### config.mk
export PLATFORM = sky130hd
export DESIGN_NAME = i2s_tx_serializer
export DESIGN_NICKNAME = d
export VERILOG_FILES = /design/src/rtl/i2s_pkg.sv /design/src/rtl/i2s_bclk_gen.sv /design/src/rtl/i2s_tx_serializer.sv
export SDC_FILE = /design/constraint.sdc
export NUM_CORES = 1
export LEC_CHECK = 0
export BUFFER_PORTS_ARGS = -buffer_cell sky130_fd_sc_hd__buf_2
export CORE_MARGIN = 4
export CORE_UTILIZATION = 55
export DETAILED_ROUTE_END_ITERATION = 10
export PLACE_DENSITY = 0.81
export RECOVER_POWER = 25
export SYNTH_ARGS = -nofsm -noshare
export SYNTH_HDL_FRONTEND = slang
export SYNTH_HIERARCHICAL = 1
export SYNTH_SLANG_ARGS = --single-unit
export TNS_END_PERCENT = 100
### constraint.sdc
create_clock -name clk -period 3 [get_ports clk]
set_input_delay 0.45 -clock clk [delete_from_list [all_inputs] [get_ports clk]]
set_output_delay 0.45 -clock clk [all_outputs]
set_load 0.02 [all_outputs]
### src/rtl/i2s_pkg.sv
// Shared constants and helpers for the I2S transmit path.
package i2s_pkg;

    localparam int DEF_DATA_WIDTH = 16;
    localparam int DEF_SLOT_BITS  = 32;
    localparam int DEF_BCLK_DIV   = 4;

    typedef enum logic {
        LEFT  = 1'b0,
        RIGHT = 1'b1
    } i2s_chan_e;

    // Number of bclk periods in one left/right frame.
    function automatic int frame_len(input int slot_bits);
        return 2 * slot_bits;
    endfunction

endpackage

### src/rtl/i2s_bclk_gen.sv
// Bit-clock divider: toggles bclk every BCLK_DIV clk cycles and flags the
// cycle in which bclk is about to fall so the serializer can update with it.
module i2s_bclk_gen
    import i2s_pkg::*;
#(
    parameter int BCLK_DIV = DEF_BCLK_DIV
) (
    input  logic clk,
    input  logic rst_n,
    input  logic enable,
    output logic bclk,
    output logic fall_event
);

    localparam int CNT_W = (BCLK_DIV > 1) ? $clog2(BCLK_DIV) : 1;
    localparam logic [CNT_W-1:0] CNT_MAX = CNT_W'(BCLK_DIV - 1);

    if (BCLK_DIV < 1) begin : g_bad_div
        $error("i2s_bclk_gen: BCLK_DIV must be >= 1");
    end

    logic [CNT_W-1:0] div_cnt;
    logic             terminal;

    assign terminal   = (div_cnt == CNT_MAX);
    // High in the cycle whose clk edge drives bclk from 1 to 0.
    assign fall_event = enable && terminal && bclk;

    always_ff @(posedge clk or negedge rst_n) begin
        if (!rst_n) begin
            div_cnt <= '0;
            bclk    <= 1'b0;
        end else if (!enable) begin
            div_cnt <= '0;
            bclk    <= 1'b0;
        end else if (terminal) begin
            div_cnt <= '0;
            bclk    <= ~bclk;
        end else begin
            div_cnt <= div_cnt + CNT_W'(1);
        end
    end

endmodule

### src/rtl/i2s_tx_serializer.sv
// I2S transmitter: captures a left/right sample pair once per frame and
// shifts it out MSB first, with lrclk leading each slot by one bclk.
module i2s_tx_serializer
    import i2s_pkg::*;
#(
    parameter int DATA_WIDTH = DEF_DATA_WIDTH,
    parameter int SLOT_BITS  = DEF_SLOT_BITS,
    parameter int BCLK_DIV   = DEF_BCLK_DIV
) (
    input  logic                  clk,
    input  logic                  rst_n,
    input  logic                  enable,
    input  logic [DATA_WIDTH-1:0] audio_left_in,
    input  logic [DATA_WIDTH-1:0] audio_right_in,
    output logic                  bclk,
    output logic                  lrclk,
    output logic                  sdata,
    output logic                  frame_tick
);

    localparam int FRAME_LEN = frame_len(SLOT_BITS);
    localparam int P_W       = (FRAME_LEN > 2) ? $clog2(FRAME_LEN) : 1;
    localparam logic [P_W-1:0] P_LAST  = P_W'(FRAME_LEN - 1);
    localparam logic [P_W-1:0] P_RIGHT = P_W'(SLOT_BITS);

    if (SLOT_BITS < DATA_WIDTH) begin : g_bad_slot
        $error("i2s_tx_serializer: SLOT_BITS must be >= DATA_WIDTH");
    end

    logic                  fall_event;
    logic [P_W-1:0]        p;
    logic [P_W-1:0]        p_next;
    logic [P_W-1:0]        p_after;
    logic [P_W-1:0]        slot_pos;
    i2s_chan_e             chan_next;
    logic [DATA_WIDTH-1:0] shift_reg;
    logic [DATA_WIDTH-1:0] right_hold;

    i2s_bclk_gen #(
        .BCLK_DIV(BCLK_DIV)
    ) u_bclk_gen (
        .clk       (clk),
        .rst_n     (rst_n),
        .enable    (enable),
        .bclk      (bclk),
        .fall_event(fall_event)
    );

    // lrclk is derived from the position after the new one so it switches
    // one bclk before the slot it announces.
    always_comb begin
        p_next    = (p == P_LAST) ? '0 : p + P_W'(1);
        p_after   = (p_next == P_LAST) ? '0 : p_next + P_W'(1);
        chan_next = (p_after >= P_RIGHT) ? RIGHT : LEFT;
        slot_pos  = (p_next >= P_RIGHT) ? p_next - P_RIGHT : p_next;
    end

    always_ff @(posedge clk or negedge rst_n) begin
        if (!rst_n) begin
            p          <= P_LAST;
            lrclk      <= 1'b0;
            sdata      <= 1'b0;
            frame_tick <= 1'b0;
            shift_reg  <= '0;
            right_hold <= '0;
        end else if (!enable) begin
            p          <= P_LAST;
            lrclk      <= 1'b0;
            sdata      <= 1'b0;
            frame_tick <= 1'b0;
            shift_reg  <= '0;
            right_hold <= '0;
        end else begin
            frame_tick <= 1'b0;
            if (fall_event) begin
                p     <= p_next;
                lrclk <= (chan_next == RIGHT);
                if (p_next == '0) begin
                    shift_reg  <= audio_left_in << 1;
                    sdata      <= audio_left_in[DATA_WIDTH-1];
                    right_hold <= audio_right_in;
                    frame_tick <= 1'b1;
                end else if (p_next == P_RIGHT) begin
                    shift_reg <= right_hold << 1;
                    sdata     <= right_hold[DATA_WIDTH-1];
                end else if (int'(slot_pos) < DATA_WIDTH) begin
                    sdata     <= shift_reg[DATA_WIDTH-1];
                    shift_reg <= shift_reg << 1;
                end else begin
                    sdata <= 1'b0;
                end
            end
        end
    end

endmodule

==> impl_metrics.py <==
metrics = {
    "sta": {
        "setup_slack_ps": 479,
        "worst_pin_slew_ps": 2180,
        "fin_skew_ps": 2.73,
        "slew_violations": 44,
        "period_share_pct": 84.0,
        "finalHoldViolCount": 0,
        "slew_headroom_pct": -45.5,
        "post-route-min-period_ps": 2520,
        "rsz0062_at_grt": "no",
        "finalSetupViolCount": 0,
        "finalSetupTns_ps": 0,
        "hold_slack_ps": 361,
        "max_freq_mhz": 397,
    },
    "synth": {
        "synth-main-ff-cell": "dfrtp_1",
        "synth_edf_count": 0,
        "ys_warn_count": 6,
        "synth-seq-cells": 43,
        "asyncSetResetFlopFracSynth_pct": 100,
        "syn_area_sq_um": 2170,
        "synthCells": 209,
        "synth.avg_cell_area_sq_um": 10.4,
        "seq_area_frac_synth_pct": 50.0,
        "syn-num-nets": 248,
        "ys_types": 38,
    },
    "setup_path": {
        "crit-reg2reg-launch": "p[0]",
        "crit_arrival_ps": 2770,
        "worstSetupEndpointType": "flip-flop",
        "r2r_cells": 6,
        "start_kind": "flip-flop",
        "crit_buf_inv": 0,
        "slowest_delay_ps": 600,
        "path_cells": "ha_1, and3_4, and3_1, o211ai_4, nor3_4, a22o_1",
        "reg2reg_to": "right_hold[5]",
        "r2r_slack_ps": 480,
        "criticalPathCategory": "reg2reg",
        "cpMaxStageDelayCell": "dfstp_2",
        "required_ps": 3250,
        "cp_max_fo": 17,
        "cp_top_family": "simple AND/OR/NAND/NOR gates",
    },
    "job": {
        "maxCapViolCount": 1,
    },
    "floorplan": {
        "core_region_area_sq_um": 3740,
        "rows": 22,
        "die_h_microns": 70.8,
        "start_util_pct": 57.9,
        "die_w_microns": 70.8,
        "ios": 39,
        "dieArea_sq_um": 5010,
    },
    "placed_design": {
        "pre_cts_slack_ps": 501,
        "portBuffers": 38,
        "place.gp.congestion": 0.818,
        "hpwl_mm": 3.29,
    },
    "power_and_ir_drop": {
        "switching_share_pct": 23.6,
        "power.switching_uw": 270,
        "irDropWorstVdd_v": 0.000322,
        "p_int_uw": 873,
        "power_density_nw_per_um2": 463,
        "p_clk_share_pct": 40.0,
        "p_leak_uw": 0.00121,
        "pwr-share-comb_pct": 8.4,
        "p_seq_share_pct": 51.5,
    },
    "clocking": {
        "cts_tree": "done",
        "cts-root-buf": "clkbuf_8",
        "cts.sinks": 43,
        "htree_levels": 2,
        "clkTransAtPathRegs_ps": 80,
        "cts_max_path_buffers": 2,
        "hold_buffers": 0,
        "cts_setup_buffers": 0,
        "clock_latency_ps": 310,
        "cts-buffers-inserted": 5,
        "ctsResizeCount": 0,
    },
    "layout": {
        "diodes": 0,
        "fill_cells": 322,
        "nets": 280,
        "syn2layout_area_growth_pct": 13.8,
        "drive_gt1_share_pct": 25.2,
        "utilization_pct": 65.9,
        "seq_area_sq_um": 1080,
        "layout_common_cells": "dfrtp_1 (37), buf_2 (37), nand2_1 (20)",
        "largest_reg_flops": 16,
        "multi_input_area_sq_um": 1000,
    },
    "routing": {
        "firstDrtPassIters": 4,
        "vias": 1677,
        "drt_iter0_drc": 104,
        "wl_mm": 4.63,
        "drc_errors": 0,
        "wl_per_cell_microns": 16.0,
        "viasPerCell": 5.78,
        "ant_nets": 0,
    },
    "grt": {
        "antenna_found_initial": 0,
        "grt_pass1_wl_mm": 7.87,
        "grt_use_total_pct": 20.2,
        "grt_max_degree": 44,
        "grt-ovfl-total": 0,
        "grt_pass1_vias": 1610,
    },
    "min_path": {
        "min_from": "audio_right_in[13]",
        "hold_depth": 2,
        "min_path_type": "in2reg",
        "hold_end": "right_hold[13]",
    },
    "run_status": {
        "violations": "capacitance limit, slew limit",
        "status": "complete, but fails checks",
    },
}
[power by group through the flow]
stage / Sequential (uW) / Combinational (uW) / Clock (uW)
floorplan: 601 / 52.9 / 0
global placement: 600 / 97.1 / 0
detailed placement: 600 / 97.7 / 0
CTS: 589 / 97.8 / 464
global route: 590 / 109 / 488
finish: 589 / 96.5 / 457
[Yosys cell counts, types with 3 or more instances]
| master | count | share of area (%) |
|---|---|---|
| a211oi_1 | 14 | 4.8 |
| a21oi_1 | 5 | 1.2 |
| a22o_1 | 16 | 6.5 |
| and3_1 | 17 | 4.9 |
| buf_2 | 5 | 1.2 |
| clkbuf_1 | 7 | 1.2 |
| dfrtp_1 | 37 | 43 |
| dfstp_2 | 6 | 7.3 |
| ha_1 | 4 | 2.3 |
| inv_1 | 3 | 0.52 |
| nand2_1 | 20 | 3.5 |
| nand3_1 | 7 | 1.6 |
| nor2_1 | 16 | 2.8 |
| o21ai_0 | 7 | 1.6 |
| o31ai_1 | 15 | 5.2 |
| xor2_1 | 3 | 1.2 |
[layout make-up]
type                    instances  share of cell area [%]
clock inverters                 3                    1.78
flip-flops and latches         43                    43.9
clock buffers                   5                    2.79
well taps                      48                    2.44
repair buffers                 39                    7.97
inverters                       3                   0.457
multi-input cells             149                    40.6
[stage by stage]
stage / cells / area, sq um / power [uW]
after floorplan: 209 / 2170 / 654
after global placement: 282 / 2350 / 697
after detailed placement: 282 / 2350 / 698
after CTS: 290 / 2470 / 1150
after global routing: 290 / 2470 / 1190
final: 290 / 2470 / 1140
[routing by layer]
metal  vias to the layer above  part of all wire (%)  global-route usage [%]
met3                         8                   5.6                    5.26
met1                       790                    51                    30.4
met5                         -                     0                       0
met2                        40                    42                    27.9
li1                        839                     -                       -
met4                         0                   1.6                    7.52
[how the worst max path moves through the flow]
stage,depth (start not counted),endpoint,slack [ps],start
floorplan,8,right_hold[0],850,p[0]
global placement,6,right_hold[10],560,p[0]
detailed placement,6,right_hold[15],500,p[0]
CTS,6,right_hold[5],470,p[0]
global route,6,right_hold[5],260,p[0]
finish,6,right_hold[5],480,p[0]
[worst reg2reg max path, cell delays in order (launching register included)]
cell,delay (ps)
dfstp_2,600
ha_1,250
and3_4,230
and3_1,310
o211ai_4,220
nor3_4,590
a22o_1,250
[cells by family after synthesis]
| group | Yosys count | synth area share [%] |
|---|---|---|
| flops | 43 | 50.0 |
| xor+xnor | 4 | 1.96 |
| buf+inv | 17 | 3.75 |
| mux | 1 | 0.462 |
| simple gates | 74 | 17.9 |
| compound gates | 66 | 23.6 |
| fa+ha+maj | 4 | 2.31 |
Note: power is estimated with default switching activity, not from simulation.
